--- config.mk ---
export PLATFORM = sky130hd
export DESIGN_NAME = sram_oq_write_ctrl
export DESIGN_NICKNAME = d
export VERILOG_FILES = /design/src/rtl/sram_oq_pkg.sv /design/src/rtl/sram_oq_queue_ctx.sv /design/src/rtl/sram_oq_write_ctrl.sv
export SDC_FILE = /design/constraint.sdc
export NUM_CORES = 2
export LEC_CHECK = 0
export ABC_CLOCK_PERIOD_IN_PS = 11000
export BUFFER_PORTS_ARGS = -buffer_cell sky130_fd_sc_hd__buf_4
export CAP_MARGIN = 10
export CORE_MARGIN = 10
export CORE_UTILIZATION = 50
export DETAILED_ROUTE_END_ITERATION = 10
export GPL_TIMING_DRIVEN = 0
export PLACE_DENSITY = 0.7
export SLEW_MARGIN = 40
export SYNTH_ARGS = -nofsm -noshare
export SYNTH_HDL_FRONTEND = slang
export SYNTH_SLANG_ARGS = --single-unit
export TNS_END_PERCENT = 20
--- constraint.sdc ---
create_clock -name memclk -period 11 [get_ports memclk]
set_input_delay 0.55 -clock memclk [delete_from_list [all_inputs] [get_ports memclk]]
set_output_delay 0.55 -clock memclk [all_outputs]
set_load 0.05 [all_outputs]
--- src/rtl/sram_oq_pkg.sv ---
// Shared definitions for the SRAM output-queue write controller: word layout,
// per-queue mode encoding and statistics counter width.
package sram_oq_pkg;

    localparam int EOP_BIT        = 0;
    localparam int WORD_WIDTH_DEF = 202;
    localparam int STAT_W         = 32;

    typedef enum logic [1:0] {
        MODE_IDLE  = 2'd0,
        MODE_WRITE = 2'd1,
        MODE_DROP  = 2'd2
    } oq_mode_e;

    // Counters stick at all-ones rather than wrapping back to zero.
    function automatic logic [STAT_W-1:0] sat_inc(input logic [STAT_W-1:0] v);
        return (&v) ? v : v + 1'b1;
    endfunction

endpackage

--- src/rtl/sram_oq_queue_ctx.sv ---
// Per-queue write context: tail, packet start, occupancy, committed packet
// count and IDLE/WRITE/DROP mode, including overflow rollback of a partial packet.
module sram_oq_queue_ctx
    import sram_oq_pkg::*;
#(
    parameter int REGION_LOG2 = 16
) (
    input  logic                   clk,
    input  logic                   rst_n,
    input  logic                   wr_i,
    input  logic                   eop_i,
    input  logic                   deq_i,
    input  logic                   deq_eop_i,
    output logic                   wr_en_o,
    output logic [REGION_LOG2-1:0] wr_off_o,
    output logic                   pkt_avail_o,
    output logic                   q_full_o,
    output logic                   drop_o
);

    localparam logic [REGION_LOG2:0] FULL = {1'b1, {REGION_LOG2{1'b0}}};

    oq_mode_e               mode_q, mode_d;
    logic [REGION_LOG2-1:0] tail_q, tail_d;
    logic [REGION_LOG2-1:0] pkt_start_q, pkt_start_d;
    logic [REGION_LOG2:0]   occ_q, occ_d;
    logic [REGION_LOG2:0]   pkt_cnt_q, pkt_cnt_d;
    logic                   pkt_avail_q, q_full_q, drop_q;
    logic                   drop_d;
    logic                   full;
    logic [REGION_LOG2-1:0] partial_len;
    logic [REGION_LOG2:0]   occ_w, pkt_cnt_w;

    always_ff @(posedge clk or negedge rst_n) begin
        if (!rst_n) begin
            mode_q      <= MODE_IDLE;
            tail_q      <= '0;
            pkt_start_q <= '0;
            occ_q       <= '0;
            pkt_cnt_q   <= '0;
            pkt_avail_q <= 1'b0;
            q_full_q    <= 1'b0;
            drop_q      <= 1'b0;
        end else begin
            mode_q      <= mode_d;
            tail_q      <= tail_d;
            pkt_start_q <= pkt_start_d;
            occ_q       <= occ_d;
            pkt_cnt_q   <= pkt_cnt_d;
            pkt_avail_q <= (pkt_cnt_d != '0);
            q_full_q    <= (occ_d == FULL);
            drop_q      <= drop_d;
        end
    end

    // The full test deliberately uses the pre-update occupancy: a same-cycle
    // dequeue only makes room for subsequent words.
    always_comb begin
        mode_d      = mode_q;
        tail_d      = tail_q;
        pkt_start_d = pkt_start_q;
        drop_d      = 1'b0;
        wr_en_o     = 1'b0;
        full        = (occ_q == FULL);
        partial_len = tail_q - pkt_start_q;
        occ_w       = occ_q;
        pkt_cnt_w   = pkt_cnt_q;

        if (wr_i) begin
            case (mode_q)
                MODE_DROP: begin
                    if (eop_i) begin
                        mode_d = MODE_IDLE;
                        drop_d = 1'b1;
                    end
                end
                default: begin
                    if (!full) begin
                        wr_en_o = 1'b1;
                        tail_d  = tail_q + 1'b1;
                        occ_w   = occ_q + 1'b1;
                        if (eop_i) begin
                            pkt_cnt_w   = pkt_cnt_q + 1'b1;
                            pkt_start_d = tail_q + 1'b1;
                            mode_d      = MODE_IDLE;
                        end else begin
                            mode_d = MODE_WRITE;
                        end
                    end else begin
                        tail_d = pkt_start_q;
                        occ_w  = occ_q - {1'b0, partial_len};
                        if (eop_i) begin
                            drop_d = 1'b1;
                            mode_d = MODE_IDLE;
                        end else begin
                            mode_d = MODE_DROP;
                        end
                    end
                end
            endcase
        end

        // Popping an empty queue is a caller error; hold at zero instead of wrapping.
        occ_d     = (deq_i && occ_w != '0) ? occ_w - 1'b1 : occ_w;
        pkt_cnt_d = (deq_i && deq_eop_i && pkt_cnt_w != '0) ? pkt_cnt_w - 1'b1 : pkt_cnt_w;
    end

    assign wr_off_o    = tail_q;
    assign pkt_avail_o = pkt_avail_q;
    assign q_full_o    = q_full_q;
    assign drop_o      = drop_q;

endmodule

--- src/rtl/sram_oq_write_ctrl.sv ---
// Write-side controller for the SRAM output queues: decodes arbiter words per
// queue, registers the SRAM write port. Optional per-queue stats: SRAM_OQ_STATS_EN.
module sram_oq_write_ctrl
    import sram_oq_pkg::*;
#(
    parameter int WORD_WIDTH     = WORD_WIDTH_DEF,
    parameter int NUM_QUEUES     = 5,
    parameter int QUEUE_ID_WIDTH = 3,
    parameter int REGION_LOG2    = 16,
    parameter int ADDR_WIDTH     = 19
) (
    input  logic                      memclk,
    input  logic                      reset_n,
    input  logic [WORD_WIDTH-1:0]     din,
    input  logic                      din_valid,
    input  logic [QUEUE_ID_WIDTH-1:0] queue_id,
    input  logic                      deq_en,
    input  logic [QUEUE_ID_WIDTH-1:0] deq_queue,
    input  logic                      deq_eop,
    output logic                      sram_wr_en,
    output logic [ADDR_WIDTH-1:0]     sram_wr_addr,
    output logic [WORD_WIDTH-1:0]     sram_wr_data,
    output logic [NUM_QUEUES-1:0]     pkt_avail,
    output logic [NUM_QUEUES-1:0]     q_full,
    output logic [NUM_QUEUES-1:0]     drop_pulse
`ifdef SRAM_OQ_STATS_EN
    ,
    output logic [NUM_QUEUES*STAT_W-1:0] drop_count,
    output logic [NUM_QUEUES*STAT_W-1:0] wr_count
`endif
);

    logic                      accept;
    logic [NUM_QUEUES-1:0]     wr_sel;
    logic [NUM_QUEUES-1:0]     deq_sel;
    logic [NUM_QUEUES-1:0]     wr_en_arr;
    logic [REGION_LOG2-1:0]    tail_arr [NUM_QUEUES];
    logic [REGION_LOG2-1:0]    tail_sel;
    logic                      wr_any;
    logic [ADDR_WIDTH-1:0]     addr_d;
    logic                      wr_en_q;
    logic [ADDR_WIDTH-1:0]     addr_q;
    logic [WORD_WIDTH-1:0]     data_q;

    // Out-of-range queue ids never match any context, so they are simply ignored.
    assign accept = din_valid && (int'(queue_id) < NUM_QUEUES);

    for (genvar g = 0; g < NUM_QUEUES; g++) begin : g_q
        assign wr_sel[g]  = accept && (queue_id == QUEUE_ID_WIDTH'(g));
        assign deq_sel[g] = deq_en && (deq_queue == QUEUE_ID_WIDTH'(g));

        sram_oq_queue_ctx #(
            .REGION_LOG2(REGION_LOG2)
        ) u_ctx (
            .clk        (memclk),
            .rst_n      (reset_n),
            .wr_i       (wr_sel[g]),
            .eop_i      (din[EOP_BIT]),
            .deq_i      (deq_sel[g]),
            .deq_eop_i  (deq_eop),
            .wr_en_o    (wr_en_arr[g]),
            .wr_off_o   (tail_arr[g]),
            .pkt_avail_o(pkt_avail[g]),
            .q_full_o   (q_full[g]),
            .drop_o     (drop_pulse[g])
        );
    end

    always_comb begin
        tail_sel = '0;
        for (int q = 0; q < NUM_QUEUES; q++) begin
            if (wr_sel[q]) tail_sel = tail_arr[q];
        end
        wr_any = |wr_en_arr;
        addr_d = '0;
        addr_d[QUEUE_ID_WIDTH+REGION_LOG2-1:0] = {queue_id, tail_sel};
    end

    always_ff @(posedge memclk or negedge reset_n) begin
        if (!reset_n) begin
            wr_en_q <= 1'b0;
            addr_q  <= '0;
            data_q  <= '0;
        end else begin
            wr_en_q <= wr_any;
            if (wr_any) begin
                addr_q <= addr_d;
                data_q <= din;
            end
        end
    end

    assign sram_wr_en   = wr_en_q;
    assign sram_wr_addr = addr_q;
    assign sram_wr_data = data_q;

`ifdef SRAM_OQ_STATS_EN
    logic [STAT_W-1:0] drop_cnt_q [NUM_QUEUES];
    logic [STAT_W-1:0] wr_cnt_q   [NUM_QUEUES];

    always_ff @(posedge memclk or negedge reset_n) begin
        if (!reset_n) begin
            for (int q = 0; q < NUM_QUEUES; q++) begin
                drop_cnt_q[q] <= '0;
                wr_cnt_q[q]   <= '0;
            end
        end else begin
            for (int q = 0; q < NUM_QUEUES; q++) begin
                if (drop_pulse[q]) drop_cnt_q[q] <= sat_inc(drop_cnt_q[q]);
                if (wr_en_arr[q])  wr_cnt_q[q]   <= sat_inc(wr_cnt_q[q]);
            end
        end
    end

    for (genvar g = 0; g < NUM_QUEUES; g++) begin : g_stats
        assign drop_count[g*STAT_W +: STAT_W] = drop_cnt_q[g];
        assign wr_count[g*STAT_W +: STAT_W]   = wr_cnt_q[g];
    end
`endif

endmodule
### Word-level counts from Yosys, hierarchy flattened

Index checks and enable logic that the tools add are counted.

| operators by class | value |
|---|---|
| multiplexer cells | 99 |
| order comparisons | 1 |
| bitwise operators | 10 |
| $add $sub $neg | 35 |
| eq/ne operators | 28 |
| reduce and logical (&&, ||, !) cells | 59 |

Operators with widths:

| operator | count |
|---|---|
| two-way mux 17 bit | 45 |
| nonzero test 17 bit | 15 |
| adder 17 x 1 -> 17 bit, second input constant | 10 |
| equality test 17 bit, second input constant | 10 |
| subtractor 17 x 1 -> 17 bit, second input constant | 10 |
| two-way mux 16 bit | 10 |
| subtractor 17 x 16 -> 17 bit | 5 |
| adder 16 x 1 -> 16 bit, second input constant | 5 |
| subtractor 16 bit | 5 |
| two-way mux 1 bit | 32 |
| logical AND 1 bit | 26 |
| two-way mux 2 bit | 12 |
| AND reduction 2 bit | 10 |
| AND reduction 4 bit | 5 |
| equality test 3 x 2 -> 1 bit, second input constant | 4 |
| equality test 2 bit, second input constant | 5 |
| inequality test 2 bit, second input constant | 5 |
| NOT 1 bit | 10 |
| equality test 3 x 1 -> 1 bit, second input constant | 2 |
| equality test 3 bit, second input constant | 2 |
| zero test 3 bit | 2 |
| OR reduction 5 bit | 1 |
| < comparator 3 bit, second input constant | 1 |

| storage, ports and cells | value |
|---|---|
| bits of input ports | 213 |
| bits in registers | 577 |
| logic and storage cells | 275 |
| output and inout bits | 237 |

### Longest topological paths before layout

| logic depth | value |
|---|---|
| word-level depth | 9 |
| gate-level depth with buffers | 31 |
| mapped depth without buffers | 28 |

### Modules after synthesis

A second synthesis with hierarchy kept.

| unflattened totals | value |
|---|---|
| cell total of the unflattened synthesis | 4909 |
| area total of the unflattened synthesis | 40610.2 um2 |

Modules (own cells, without submodules):

| module | instances | area an instance (um2) | cells each | seq. area each (um2) |
|---|---|---|---|---|
| sram_oq_queue_ctx at g_q[1].u_ctx ... | 2 | 6278.5 | 769 | 1776.7 |
| sram_oq_write_ctrl | 1 | 9083.7 | 1035 | 5555.3 |
| sram_oq_queue_ctx at g_q[4].u_ctx | 1 | 6444.9 | 797 | 1776.7 |
| sram_oq_queue_ctx at g_q[0].u_ctx | 1 | 6323.6 | 784 | 1776.7 |
| sram_oq_queue_ctx at g_q[3].u_ctx | 1 | 6200.9 | 755 | 1776.7 |

### Worst setup path after synthesis

OpenSTA, ideal clock, no wires.

| path | value |
|---|---|
| path kind | reg-to-reg |
| from | register g_q[0].u_ctx.tail_q[0] |
| to | register g_q[0].u_ctx.q_full_q |
| period minus slack after synthesis | 6.133 ns |
| arrival time | 6.032 ns |
| required time | 10.900 ns |
| cell stages (with the launch flop) | 29 |
| setup slack | 4.867 ns |
| path buffers | 2 |
| library setup time | 0.100 ns |
| path through | dfrtp_1 inv_1 ha_1 fa_1 nor2b_1 o21ai_0 a21boi_0 o21ai_0 a21boi_0 o21ai_0 a21boi_0 o21ai_0 nor2b_1 xnor2_1 nor2_1 ha_1 clkbuf_1 nand4_1 a2111oi_0 o21a_1 mux2_2 o21ai_0 o211ai_2 or2_1 buf_4 nand2_1 mux2_2 or4_1 nor4bb_1 |

| between the ends | value |
|---|---|
| longest elaborated chain between the ends | 9 |
| elaborated cells on any way between the ends | 10 |
| those cells by class | add/sub: 3; eq/ne: 1; mux: 4; reduce/logical: 2 |

RTL lines:

| what | line | source |
|---|---|---|
| start, declared | sram_oq_queue_ctx.sv:24 | `logic [REGION_LOG2-1:0] tail_q, tail_d;` |
| start signal, assigned | sram_oq_queue_ctx.sv:46 | `tail_q <= tail_d;` |
| subtractor 16 bit * | sram_oq_queue_ctx.sv:65 | `partial_len = tail_q - pkt_start_q;` |
| subtractor 17 x 16 -> 17 bit * | sram_oq_queue_ctx.sv:91 | `occ_w = occ_q - {1'b0, partial_len};` |
| two-way mux 17 bit * | sram_oq_queue_ctx.sv:78 | `if (!full) begin` |
| two-way mux 17 bit * | sram_oq_queue_ctx.sv:70 | `case (mode_q)` |
| two-way mux 17 bit * | sram_oq_queue_ctx.sv:69 | `if (wr_i) begin` |
| branches (longest 2 deep; another with subtractor 17 x 1 -> 17 bit) | -- |  |
| two-way mux 17 bit * | sram_oq_queue_ctx.sv:104 | `occ_d = (deq_i && occ_w != '0) ? occ_w - 1'b1 : occ_w;` |
| equality test 17 bit * | sram_oq_queue_ctx.sv:51 | `q_full_q <= (occ_d == FULL);` |
| end signal, assigned | sram_oq_queue_ctx.sv:51 |  |
| end, declared | sram_oq_queue_ctx.sv:28 | `logic pkt_avail_q, q_full_q, drop_q;` |

Mark *: on every way between the ends.
A chain may end at the register's enable or synchronous reset.

### Worst setup path after layout

| path | value |
|---|---|
| from | register g_q[0].u_ctx.occ_q[3] |
| to | register g_q[0].u_ctx.q_full_q |

| between the ends | value |
|---|---|
| longest elaborated chain between the ends | 8 |
| elaborated cells on any way between the ends | 11 |
| those cells by class | add/sub: 3; eq/ne: 2; mux: 4; reduce/logical: 2 |

RTL lines:

| what | line | source |
|---|---|---|
| start, declared | sram_oq_queue_ctx.sv:26 | `logic [REGION_LOG2:0] occ_q, occ_d;` |
| start signal, assigned | sram_oq_queue_ctx.sv:39 | `occ_q <= '0;` |
| start signal, assigned | sram_oq_queue_ctx.sv:48 | `occ_q <= occ_d;` |
| adder 17 x 1 -> 17 bit (tied with other cells) | sram_oq_queue_ctx.sv:81 | `occ_w = occ_q + 1'b1;` |
| two-way mux 17 bit | sram_oq_queue_ctx.sv:78 |  |
| two-way mux 17 bit | sram_oq_queue_ctx.sv:70 |  |
| two-way mux 17 bit * | sram_oq_queue_ctx.sv:69 |  |
| branches (longest 2 deep; another with subtractor 17 x 1 -> 17 bit) | -- |  |
| two-way mux 17 bit * | sram_oq_queue_ctx.sv:104 |  |
| equality test 17 bit * | sram_oq_queue_ctx.sv:51 |  |

Marked as above.

==> results.sh <==
export IMPL_outcome="finished, final reports clean"
export IMPL_die_area_um2=91200
export IMPL_syn_num_nets=4922
export IMPL_synth_top_family_by_area="simple AND/OR/NAND/NOR gates"
export IMPL_worstSkewPairLatency_ns=0.63
export IMPL_grt_usage_pct=26.1
export IMPL_row_count=103
export IMPL_synth_simple_area_share_pct=21.2
export IMPL_seq_area_um2=14400
export IMPL_reg2regPathDepth=22
export IMPL_holdPathEnd="sram_wr_data[37]"
export IMPL_cpPeakStageDelay_ns=0.76
export IMPL_rrSetupSlack_ns=3.24
export IMPL_first_pass_iters=6
export IMPL_postSynthCellCount=4514
export IMPL_synth_compound_area_share_pct=16.6
export IMPL_end_kind="flop"
export IMPL_initialDrtViolationCount=3177
export IMPL_cts_buffer_depth=3
export IMPL_powerDensity_nw_per_um2=231
export IMPL_cp_data_arrival_time_ns=8.26
export IMPL_port_buffers=448
export IMPL_initial_core_util_pct=50.4
export IMPL_multi_input_area_um2=23700
export IMPL_numCtsBuffers=70
export IMPL_synthesis_area_um2=39700
export IMPL_synth_mux_area_fraction_pct=7.51
export IMPL_required_ns=11.50
export IMPL_nets=5451
export IMPL_cts_root_buf="clkbuf_16"
export IMPL_synth_warnings=0
export IMPL_r2r_start="g_q[0].u_ctx.occ_q[3]"
export IMPL_finalHoldViolCount=0
export IMPL_drive_gt1_share_pct=17.8
export IMPL_criticalPathCategory="reg -> reg"
export IMPL_core_area_um2=78900
export IMPL_power_leakage_nw=20.4
export IMPL_grt_pass1_wl_um=193000
export IMPL_synth_edf_count=0
export IMPL_drv_slew=0
export IMPL_finalCritPeriodShare_pct=70.5
export IMPL_hold_buffers=1
export IMPL_antenna_found_initial=4
export IMPL_htreeDepth=3
export IMPL_max_vdd_ir_drop_mv=0.217
export IMPL_ys_flop_type="dfrtp_1"
export IMPL_post_route_min_period_ns=7.76
export IMPL_clock_sinks=577
export IMPL_synth_most_common_cell="dfrtp_1"
export IMPL_worst_path_max_fanout=10
export IMPL_grt_max_degree=102
export IMPL_fillers=6995
export IMPL_setup_viol=0
export IMPL_stdcell_count=6147
export IMPL_critPathSlowestCell="a2111oi_0"
export IMPL_start_kind="flop"
export IMPL_cp_top_family="simple AND/OR/NAND/NOR gates"
export IMPL_dp_cells=6020
export IMPL_synthAdderAreaFrac_pct=6.33
export IMPL_synth_top_cell_by_area="dfrtp_1"
export IMPL_async_flop_share_pct=100
export IMPL_ys_ff_latch=577
export IMPL_clkTransAtPathRegs_ns=0.06
export IMPL_io_pins=450
export IMPL_dp_hpwl_um=96300
export IMPL_avgSynthCellArea_um2=8.81
export IMPL_yosys_top_cells_area="dfrtp_1 36%, mux2_2 6.4%, ha_1 5.8%"
export IMPL_hold_ws_ns=0.153
export IMPL_drtAntennaViolNets=0
export IMPL_layout_area_overhead_vs_synth_pct=18.2
export IMPL_cp_cell_sequence="nor4_1, and4_2, buf_2, and2_1, clkbuf_1, clkbuf_1, nand2_1, ha_1, fa_1, nor2b_1, o211ai_2, a2111oi_0, o21a_1, mux2_2, o21ai_0, o211ai_2, or2_1, buf_4, nand2_1, mux2_2, or4_1, nor4bb_1"
export IMPL_hp_start="din[37]"
export IMPL_vias_per_cell=5.92
export IMPL_total_power_w=0.0108
export IMPL_worstReg2RegEnd="g_q[0].u_ctx.q_full_o"
export IMPL_drc_errors=0
export IMPL_cp_num_buf_inv=4
export IMPL_fmax_mhz=129
export IMPL_relSlewSlack_pct=34.6
export IMPL_ys_types=109
export IMPL_via_count=36400
export IMPL_die_width_um=302
export IMPL_die_y_um=302
export IMPL_rsz0062_at_grt="false"
export IMPL_ys_seq_area_share_pct=36.3
export IMPL_synth_xor_area_share_pct=7.87
export IMPL_hold_class="in -> reg"
export IMPL_tns_ns=0
export IMPL_synth_top_cell_area_share_pct=36.3
export IMPL_worst_pin_slew_ns=0.956
export IMPL_cts_tree="built"
export IMPL_routabilityCongestion=0.904
export IMPL_utilization_pct=59.6
export IMPL_cts_resized=0
export IMPL_routed_wirelength_um=125000
export IMPL_min_path_cells=2
export IMPL_grt_ovfl_total=0
export IMPL_maxCapViolCount=0
export IMPL_cts_setup_buffers=0
export IMPL_wl_per_cell_um=20.3
export IMPL_synthTopCellsByCount="577 x dfrtp_1, 435 x nor2_1, 392 x nand2_1"
export IMPL_clock_skew_ns=0.0310
export IMPL_grt_pass1_vias=34300
==> through the flow <==
stage / worst slack [ns] / area (um2)
after global routing: 2.85 / 47000
after detailed placement: 3.47 / 44700
final: 3.24 / 47000
after global placement: 2.61 / 44400
after floorplan: 4.87 / 39700
after CTS: 3.38 / 46900
==> worst max-delay path by stage <==
stage,start,to,cells after the start
floorplan,g_q[0].u_ctx.wr_off_o[0],g_q[0].u_ctx.q_full_o,28
global placement,reset_n,sram_wr_data[182],1
detailed placement,g_q[0].u_ctx.occ_q[3],g_q[0].u_ctx.q_full_o,22
CTS,g_q[0].u_ctx.occ_q[3],g_q[0].u_ctx.q_full_o,22
global route,g_q[0].u_ctx.wr_off_o[0],g_q[0].u_ctx.q_full_o,28
finish,g_q[0].u_ctx.occ_q[3],g_q[0].u_ctx.q_full_o,22
==> metal layers <==
metal	share of wire, %	global-route usage [%]
met1	43	34.9
met2	47	42.1
met3	7.1	5.07
met4	3.6	9.05
met5	0	0
==> cell usage in the layout (no fill, tap or decap), types with 39 or more instances in the layout <==
| master | instances |
|---|---|
| and2_1 | 41 |
| clkbuf_16 | 70 |
| or3_1 | 46 |
| o21ai_0 | 305 |
| nand2b_1 | 43 |
| clkbuf_1 | 174 |
| nor4_1 | 51 |
| xnor2_1 | 219 |
| a31oi_1 | 44 |
| nor2_1 | 434 |
| nand2_1 | 392 |
| nor2b_1 | 46 |
| nor3_1 | 124 |
| a21oi_1 | 230 |
| nand4_1 | 65 |
| nand3_1 | 189 |
| mux2_2 | 226 |
| buf_4 | 468 |
| xor2_1 | 138 |
| o21a_1 | 67 |
| ha_1 | 185 |
| mux2i_1 | 44 |
| and3_1 | 89 |
| inv_1 | 191 |
| a22oi_1 | 39 |
| dfrtp_1 | 577 |
==> report_power, final <==
group	switching, W	internal, W
clock	0.000977	0.00134
sequential	0.000636	0.00276
combinational	0.00319	0.00193
total	0.00480	0.00603
==> cells by family after synthesis <==
group / count (synthesis)
mux: 270
xor+xnor: 357
flops: 577
simple gates: 1678
fa+ha+maj: 195
compound gates: 1025
buf+inv: 412
==> sequential cells by signal (all words and copies together), names as in the netlist, 5 cells and up <==
| name | flops |
|---|---|
| g_q.u_ctx.q_full_o | 5 |
| sram_wr_data | 202 |
| g_q.u_ctx.pkt_avail_o | 5 |
| g_q.u_ctx.wr_off_o | 80 |
| g_q.u_ctx.pkt_cnt_q | 85 |
| g_q.u_ctx.mode_q | 10 |
| g_q.u_ctx.drop_o | 5 |
| sram_wr_addr | 19 |
| g_q.u_ctx.occ_q | 85 |
| g_q.u_ctx.pkt_start_q | 80 |
==> cell type report <==
cell class / count / area share (%)
Timing Repair Buffer: 457 / 7.61
Tap cell: 1050 / 2.80
Clock inverter: 27 / 0.623
Sequential cell: 577 / 30.7
Multi-Input combinational cell: 3525 / 50.5
Buffer: 221 / 2.01
Inverter: 191 / 1.53
Clock buffer: 95 / 4.18
Antenna cell: 4 / 0.0213
==> worst register-to-register path: stages, from the launching register on <==
cell and delay, ns:
dfrtp_1 0.43, nor4_1 0.44, and4_2 0.41, buf_2 0.24, and2_1 0.18, clkbuf_1 0.44
clkbuf_1 0.42, nand2_1 0.18, ha_1 0.23, fa_1 0.41, nor2b_1 0.20, o211ai_2 0.18
a2111oi_0 0.76, o21a_1 0.25, mux2_2 0.34, o21ai_0 0.45, o211ai_2 0.34, or2_1 0.30
buf_4 0.16, nand2_1 0.14, mux2_2 0.35, or4_1 0.49, nor4bb_1 0.30
Note: power is estimated with default switching activity, not from simulation.
